[config.mk]
export PLATFORM = sky130hd
export DESIGN_NAME = sdram_cmd_master
export DESIGN_NICKNAME = d
export VERILOG_FILES = /design/src/rtl/sdram_cmd_pkg.sv /design/src/rtl/sdram_cmd_master.sv
export SDC_FILE = /design/constraint.sdc
export NUM_CORES = 1
export LEC_CHECK = 0
export BUFFER_PORTS_ARGS = -buffer_cell sky130_fd_sc_hd__buf_2
export CORE_UTILIZATION = 50
export DETAILED_ROUTE_END_ITERATION = 8
export PLACE_DENSITY = 0.85
export SLEW_MARGIN = 20
export SYNTH_ARGS = -nofsm -noshare
export SYNTH_HDL_FRONTEND = slang
export SYNTH_SLANG_ARGS = --single-unit
[constraint.sdc]
create_clock -name clock -period 2.3 [get_ports clock]
set_input_delay 0.345 -clock clock [delete_from_list [all_inputs] [get_ports clock]]
set_output_delay 0.345 -clock clock [all_outputs]
set_load 0.05 [all_outputs]
[src/rtl/sdram_cmd_pkg.sv]
// Shared types and constants for the SDRAM half-word command master.
// The FSM state enum, the command bundle and the helper that builds one half-word command.
package sdram_cmd_pkg;

    typedef enum logic [2:0] {IDLE, LO, HI, RWAIT, RESP} state_t;

    localparam int unsigned HALF_BYTES = 2;
    localparam int unsigned WORD_BYTES = 4;
    localparam logic [1:0]  DQM_IDLE   = 2'b11;

    typedef struct packed {
        logic        valid;
        logic        wen;
        logic [1:0]  dqm_n;
        logic [31:0] addr;
        logic [15:0] wdata;
    } cmd_t;

    localparam cmd_t CMD_IDLE = '{valid: 1'b0, wen: 1'b0, dqm_n: DQM_IDLE,
                                  addr: 32'h0, wdata: 16'h0};

    // Reads always fetch both bytes of a half, so their masks are fully enabled.
    function automatic cmd_t half_cmd(input logic        hi,
                                      input logic        wen,
                                      input logic [31:0] a,
                                      input logic [31:0] wdata,
                                      input logic [3:0]  wstrb);
        cmd_t c;
        c.valid = 1'b1;
        c.wen   = wen;
        c.addr  = hi ? a + 32'(HALF_BYTES) : a;
        c.dqm_n = !wen ? 2'b00 : (hi ? ~wstrb[3:2] : ~wstrb[1:0]);
        c.wdata = !wen ? 16'h0 : (hi ? wdata[31:16] : wdata[15:0]);
        return c;
    endfunction

endpackage

[src/rtl/sdram_cmd_master.sv]
// Splits 32-bit word requests into one or two 16-bit SDRAM commands and
// assembles read data from the half-word responses.
module sdram_cmd_master
    import sdram_cmd_pkg::*;
#(
    parameter bit SKIP_MASKED_HALF = 1'b1
) (
    input  logic        clock,
    input  logic        reset,
    input  logic        req_valid,
    output logic        req_ready,
    input  logic        req_wen,
    input  logic [31:0] req_addr,
    input  logic [31:0] req_wdata,
    input  logic [3:0]  req_wstrb,
    output logic        resp_valid,
    input  logic        resp_ready,
    output logic [31:0] resp_rdata,
    output logic        cmd_valid,
    output logic        cmd_wen,
    output logic [1:0]  cmd_dqm_n,
    output logic [31:0] cmd_addr,
    output logic [15:0] cmd_wdata,
    input  logic [15:0] cmd_rdata
);

    state_t      state;
    logic        txn_wen;
    logic [31:0] txn_addr;
    logic [31:0] txn_wdata;
    logic [3:0]  txn_wstrb;
    logic [31:0] rdata;
    cmd_t        cmd;

    logic [31:0] acc_addr;
    logic        acc_skip_all;
    logic        acc_skip_lo;
    logic        skip_hi;

    assign acc_addr     = req_addr & ~32'(WORD_BYTES - 1);
    assign acc_skip_all = SKIP_MASKED_HALF && req_wen && (req_wstrb == 4'b0000);
    assign acc_skip_lo  = SKIP_MASKED_HALF && req_wen && (req_wstrb[1:0] == 2'b00);
    assign skip_hi      = SKIP_MASKED_HALF && txn_wen && (txn_wstrb[3:2] == 2'b00);

    always_ff @(posedge clock) begin
        if (reset) begin
            state      <= IDLE;
            req_ready  <= 1'b1;
            resp_valid <= 1'b0;
            txn_wen    <= 1'b0;
            txn_addr   <= 32'h0;
            txn_wdata  <= 32'h0;
            txn_wstrb  <= 4'h0;
            rdata      <= 32'h0;
            cmd        <= CMD_IDLE;
        end else begin
            case (state)
                IDLE: begin
                    if (req_valid) begin
                        req_ready <= 1'b0;
                        txn_wen   <= req_wen;
                        txn_addr  <= acc_addr;
                        txn_wdata <= req_wdata;
                        txn_wstrb <= req_wstrb;
                        rdata     <= 32'h0;
                        if (acc_skip_all) begin
                            state      <= RESP;
                            resp_valid <= 1'b1;
                        end else if (acc_skip_lo) begin
                            state <= HI;
                            cmd   <= half_cmd(1'b1, req_wen, acc_addr, req_wdata, req_wstrb);
                        end else begin
                            state <= LO;
                            cmd   <= half_cmd(1'b0, req_wen, acc_addr, req_wdata, req_wstrb);
                        end
                    end
                end
                LO: begin
                    if (skip_hi) begin
                        state      <= RESP;
                        resp_valid <= 1'b1;
                        cmd        <= CMD_IDLE;
                    end else begin
                        state <= HI;
                        cmd   <= half_cmd(1'b1, txn_wen, txn_addr, txn_wdata, txn_wstrb);
                    end
                end
                HI: begin
                    // Data for a LO read arrives while HI is on the bus.
                    if (!txn_wen) begin
                        rdata[15:0] <= cmd_rdata;
                    end
                    cmd        <= CMD_IDLE;
                    state      <= txn_wen ? RESP : RWAIT;
                    resp_valid <= txn_wen;
                end
                RWAIT: begin
                    rdata[31:16] <= cmd_rdata;
                    state        <= RESP;
                    resp_valid   <= 1'b1;
                end
                RESP: begin
                    if (resp_ready) begin
                        state      <= IDLE;
                        resp_valid <= 1'b0;
                        req_ready  <= 1'b1;
                    end
                end
                default: begin
                    state      <= IDLE;
                    req_ready  <= 1'b1;
                    resp_valid <= 1'b0;
                    cmd        <= CMD_IDLE;
                end
            endcase
        end
    end

    assign cmd_valid  = cmd.valid;
    assign cmd_wen    = cmd.wen;
    assign cmd_dqm_n  = cmd.dqm_n;
    assign cmd_addr   = cmd.addr;
    assign cmd_wdata  = cmd.wdata;
    assign resp_rdata = rdata;

endmodule

# Yosys cells after proc, flatten, opt, wreduce, memory -nomap -nowiden
# Index checks and enable logic that the tools add are counted.
[word_totals]
reg_bits = 156
latch_bits = 0
ram_bits = 0
romBits = 0
input_bits = 89
memories = 0
[op_classes]
addsub = 2
multipliers = 0
div = 0
order_cmp = 0
eq_ne = 10
n_shift = 0
mux = 30
n_bitwise = 5
n_reduce_logical = 18
[op_table]
columns = ["op", "n"]
rows = [
  ["$mux 52", 3],
  ["$pmux 52 s3", 1],
  ["$add 32x2->32 const B", 2],
  ["$mux 16", 4],
  ["$pmux 16 s2", 2],
  ["$mux 50", 1],
  ["$mux 32", 1],
  ["$mux 3", 5],
  ["$pmux 3 s5", 1],
  ["$ne 2x2->1 const B", 6],
  ["$reduce_and 3->1", 3],
  ["$mux 2", 4],
  ["$eq 3x2->1 const B", 2],
  ["$mux 1", 6],
  ["$not 2->2", 3],
  ["$reduce_and 2->1", 3],
  ["$pmux 1 s5", 1],
  ["$logic_not 2->1", 2],
  ["$logic_not 4->1", 1],
  ["$reduce_and 4->1", 1],
  ["$reduce_bool 2->1", 2],
  ["$eq 3x1->1 const B", 1],
  ["$eq 3x3->1 const B", 1],
  ["$logic_and 1x1->1", 3],
  ["other kinds (5)", 6],
]

# Logic depth before layout (Yosys ltp)
[depth]
ltp_word = 6
ltp_mapped = 8
mapped_depth_nobuf = 4

# Least setup slack after synthesis
# Ideal clock, no wire load.
[synth_timing]
path_kind = "register -> register"
startpoint = "reg state[0]"
endpoint = "reg cmd (netlist bit cmd_addr[1])"
setup_time_ps = 79
arrival_ps = 1646
required_time_ps = 2221
path_slack_ps = 575
path_stages_with_launch = 7
n_path_buf = 2
period_less_slack_ps = 1725
cell_sequence = "dfxtp_1 or4b_1 buf_2 nor3_4 buf_6 nor2_1 a211oi_2"
[synth_via]
elab_chain_cells = 4
[synth_lines]
columns = ["item", "line_no", "source"]
rows = [
  ["start, declared", "sdram_cmd_master.sv:27", "state_t state;"],
  ["start signal, assigned", "sdram_cmd_master.sv:94", "state <= txn_wen ? RESP : RWAIT;"],
  ["$eq 3x3->1 / $eq 3x2->1 (equally long branches)", "sdram_cmd_master.sv:57", "case (state)"],
  ["$reduce_or 2->1 (no source line)", "n/a", ""],
  ["$not 1->1 (no source line)", "n/a", ""],
  ["$reduce_and 3->1 (no source line)", "n/a", ""],
  ["end signal, assigned", "sdram_cmd_master.sv:71", "cmd <= half_cmd(1'b1, req_wen, acc_addr, req_wdata, req_wstrb);"],
  ["end signal, assigned", "sdram_cmd_master.sv:74", "cmd <= half_cmd(1'b0, req_wen, acc_addr, req_wdata, req_wstrb);"],
  ["end signal, assigned", "sdram_cmd_master.sv:85", "cmd <= half_cmd(1'b1, txn_wen, txn_addr, txn_wdata, txn_wstrb);"],
  ["end, declared", "sdram_cmd_master.sv:33", "cmd_t cmd;"],
]
# Several ways; a longest one is shown, not always the timed one.
# A chain may end at the register's enable or synchronous reset.

# Final worst setup path
[layout_timing]
startpoint = "reg state[0]"
endpoint = "reg cmd (netlist bit cmd_addr[22])"
# Same word-level chain as after synthesis.

==> results.md <==
* Tot Pwr at 0.008747 W
* Syn Nets at 703
* CTS H-tree lvls at 4
* P&R area growth vs syn at 29.29%
* Layout filler cell count at 838
* Most frequent cell after synthesis: dfxtp_1
* Number of buffers and inverters on the critical path at 1
* Starting density of the core at 51.84%
* Post-CTS Hold Fix Bufs at 0
* Status: completed
* FF+latch area at 0.002743 sq mm
* Worst Max-Slew Pin Slew at 643.0 ps
* Peak Freq at 493.7 MHz
* Final Hold Vio Count at 0
* Site Rows at 37
* Unrepaired setup endpoints after global routing: false
* Ys flop type: dfxtp_1
* Clock-pin slew on the worst setup and hold paths at 60 ps
* Worst Path Arrival at 2420 ps
* Core Box Area at 0.01042 sq mm
* 1st-pass router iterations at 5
* Port buffer count at 171
* FF+latch count, synth at 137
* Die area at 0.01122 sq mm
* Count of flip-flops with a built-in enable after synthesis at 0
* Slew Viols, Final at 0
* Compound-Gate Fraction of Synth Area at 24.72%
* Period utilisation layout at 88.06%
* Total Wirelength at 15160 um
* PostCTS Resize Cnt at 0
* Chip height at 105.9 um
* CTS root buf: clkbuf_8
* Post-synthesis xor/xnor area fraction at 0%
* Ys Warns at 0
* All-Layer GR Usage at 26.93%
* Synth area leader: dfxtp_1
* Largest net degree at the start of global routing at 53
* Post-Synth Simple-Gate Area at 19.69%
* Adder-cell share of the synthesized area at 0%
* Average instance area after synthesis at 8.795 sq um
* Critical path required time at 2690 ps
* Leakage at 2.869 nW
* Yosys cell types at 44
* Clock Skew at 12.71 ps
* Antenna diodes at 0
* Pwr Density at 1253 mW/mm^2
* Post-DP HPWL at 10100 um
* Setup TNS at 0 ps
* Total clock sinks at 137
* CP Class: register to register
* Hold Path Class: primary input to register
* Top cell type's share of synthesized area at 50.79%
* DRC at 0
* Ports at 175
* Seq/Total Area, Yosys at 50.79%
* Worst path max stage delay at 580 ps
* Post-CTS setup buffer count at 0
* Initial antenna violation count at 0
* Routed WL per cell at 16.48 um
* CP max-delay cell: a311oi_2
* Post-synth top cells: dfxtp_1 (137), nand2_1 (120), a21oi_1 (86), o2bb2ai_1 (46), clkbuf_1 (39)
* CP Capture Type: register
* Post-DRT Antenna Nets at 0
* Fin nets at 860
* CTS buffer count at 17
* Syn Inst Count at 614
* Clock period minus worst slack at 2025 ps
* Area taken by multi-input logic gates at 0.002447 sq mm
* Cell chain of the critical path: and3b_1 > a311oi_2 > nor3_4 > buf_4 > o2bb2ai_1
* Max VDD drop at 0.6681 mV
* Via count at 5300
* Vias in the first global route at 5083
* Setup violators final at 0
* Total grt overflow at 0
* Synth area leaders: dfxtp_1 (51%), nand2_1 (8.3%), a21oi_1 (8.0%)
* Largest family of logic cells by synthesized area: compound AO/OA/AOI/OAI gates
* Maxcap violations at 0
* Critical Path Start Type: register
* GPL Wtd Cong at 0.8192
* Slew Limit Headroom at 57.00%
* Die width at 105.9 um
* First-pass GRT wire length at 23870 um
* Mux cell area share after synthesis at 0.1854%
* Asr flop ratio synth at 0%
* Clk_lat worst skew at 520 ps
* Initial DRC Count at 374
* Post-Syn Area at 0.005400 sq mm
* Clock Path Buffers at 2
* Share of cells above drive strength 1 at 30.10%
* Delay-heaviest family, CP: compound AO/OA/AOI/OAI gates
* Critical Path Fanout Max at 29
* TritonCTS clock tree: done
* Vias per inst at 5.761
==> layout make-up <==
type | instances | share of cell area (%)
Clock inverter | 10 | 1.667
Sequential cell | 137 | 39.28
Multi-Input combinational cell | 419 | 35.05
Tap cell | 136 | 2.437
Inverter | 3 | 0.1613
Timing Repair Buffer | 193 | 14.62
Clock buffer | 22 | 6.774
==> sequential cells by signal (all words and copies together), names as in the netlist <==
signal      cells
txn_wstrb       2
req_ready       1
txn_wen         1
resp_valid      1
txn_addr       30
cmd_addr       31
cmd_valid       1
cmd_wen         1
cmd_dqm_n       2
state           3
cmd_wdata      16
txn_wdata      16
resp_rdata     32
==> path summary, 6_finish.rpt <==
| check | to | startpoint | slack (ps) | depth (start not counted) |
|---|---|---|---|---|
| worst min register to register | txn_addr[22]$_SDFFE_PP0P_ | txn_addr[22]$_SDFFE_PP0P_ | 460 | 2 |
| worst max-delay path | cmd_addr[22]$_SDFFE_PP0P_ | state[0]$_SDFFE_PP0P_ | 270 | 5 |
| worst min-delay path | txn_wen$_SDFFE_PP0P_ | reset | 70 | 2 |
| worst max register to register | cmd_addr[22]$_SDFFE_PP0P_ | state[0]$_SDFFE_PP0P_ | 270 | 5 |
==> logic make-up after synthesis <==
logic type      after synthesis
buf+inv                      58
simple gates                221
mux                           1
other cells                   1
compound gates              196
flops                       137
==> power by group <==
part,total (W),switching [W],internal (W)
Clock,0.00266,0.00101,0.00166
Combinational,0.00303,0.00215,0.000879
Sequential,0.00306,0.000268,0.00279
==> layer usage <==
metal	vias up	global-route usage, %	routed length, um
li1	2522	-	-
met1	2506	33.16	6386
met2	247	44.91	7394
met3	25	7.296	1092
met4	0	10.32	284
met5	-	0	0
==> stage by stage <==
step	instance area [sq um]	cells	hold slack (ps)	setup WS, ps	utilization (%)
3_5_place_dp	6392	888	441.8	314.8	61.37
2_1_floorplan	5400	614	436.0	574.8	-
4_1_cts	6982	920	41.01	273.9	67.03
3_3_place_gp	6392	888	439.8	388.8	61.37
5_1_grt	6982	920	62.12	159.2	67.03
6_report	6982	920	74.66	274.6	67.03
==> cells in the final DEF, fill, tap and decap left out, types with 3 or more instances in the layout <==
master / synthesis / layout
buf_2: 13 / 171
nand2_1: 120 / 119
a221oi_1: 16 / 16
nand3_1: 32 / 32
dfxtp_1: 137 / 137
buf_4: 1 / 22
clkbuf_8: 0 / 5
o21ai_1: 4 / 3
o2bb2ai_1: 46 / 46
nor3b_1: 18 / 17
inv_1: 3 / 3
clkinvlp_4: 0 / 5
a22oi_1: 30 / 30
nand2b_1: 19 / 19
nor2_1: 12 / 12
clkbuf_16: 0 / 16
a21oi_1: 86 / 85
nor3_1: 6 / 5
No activity file was read; power rests on OpenSTA's default activity.
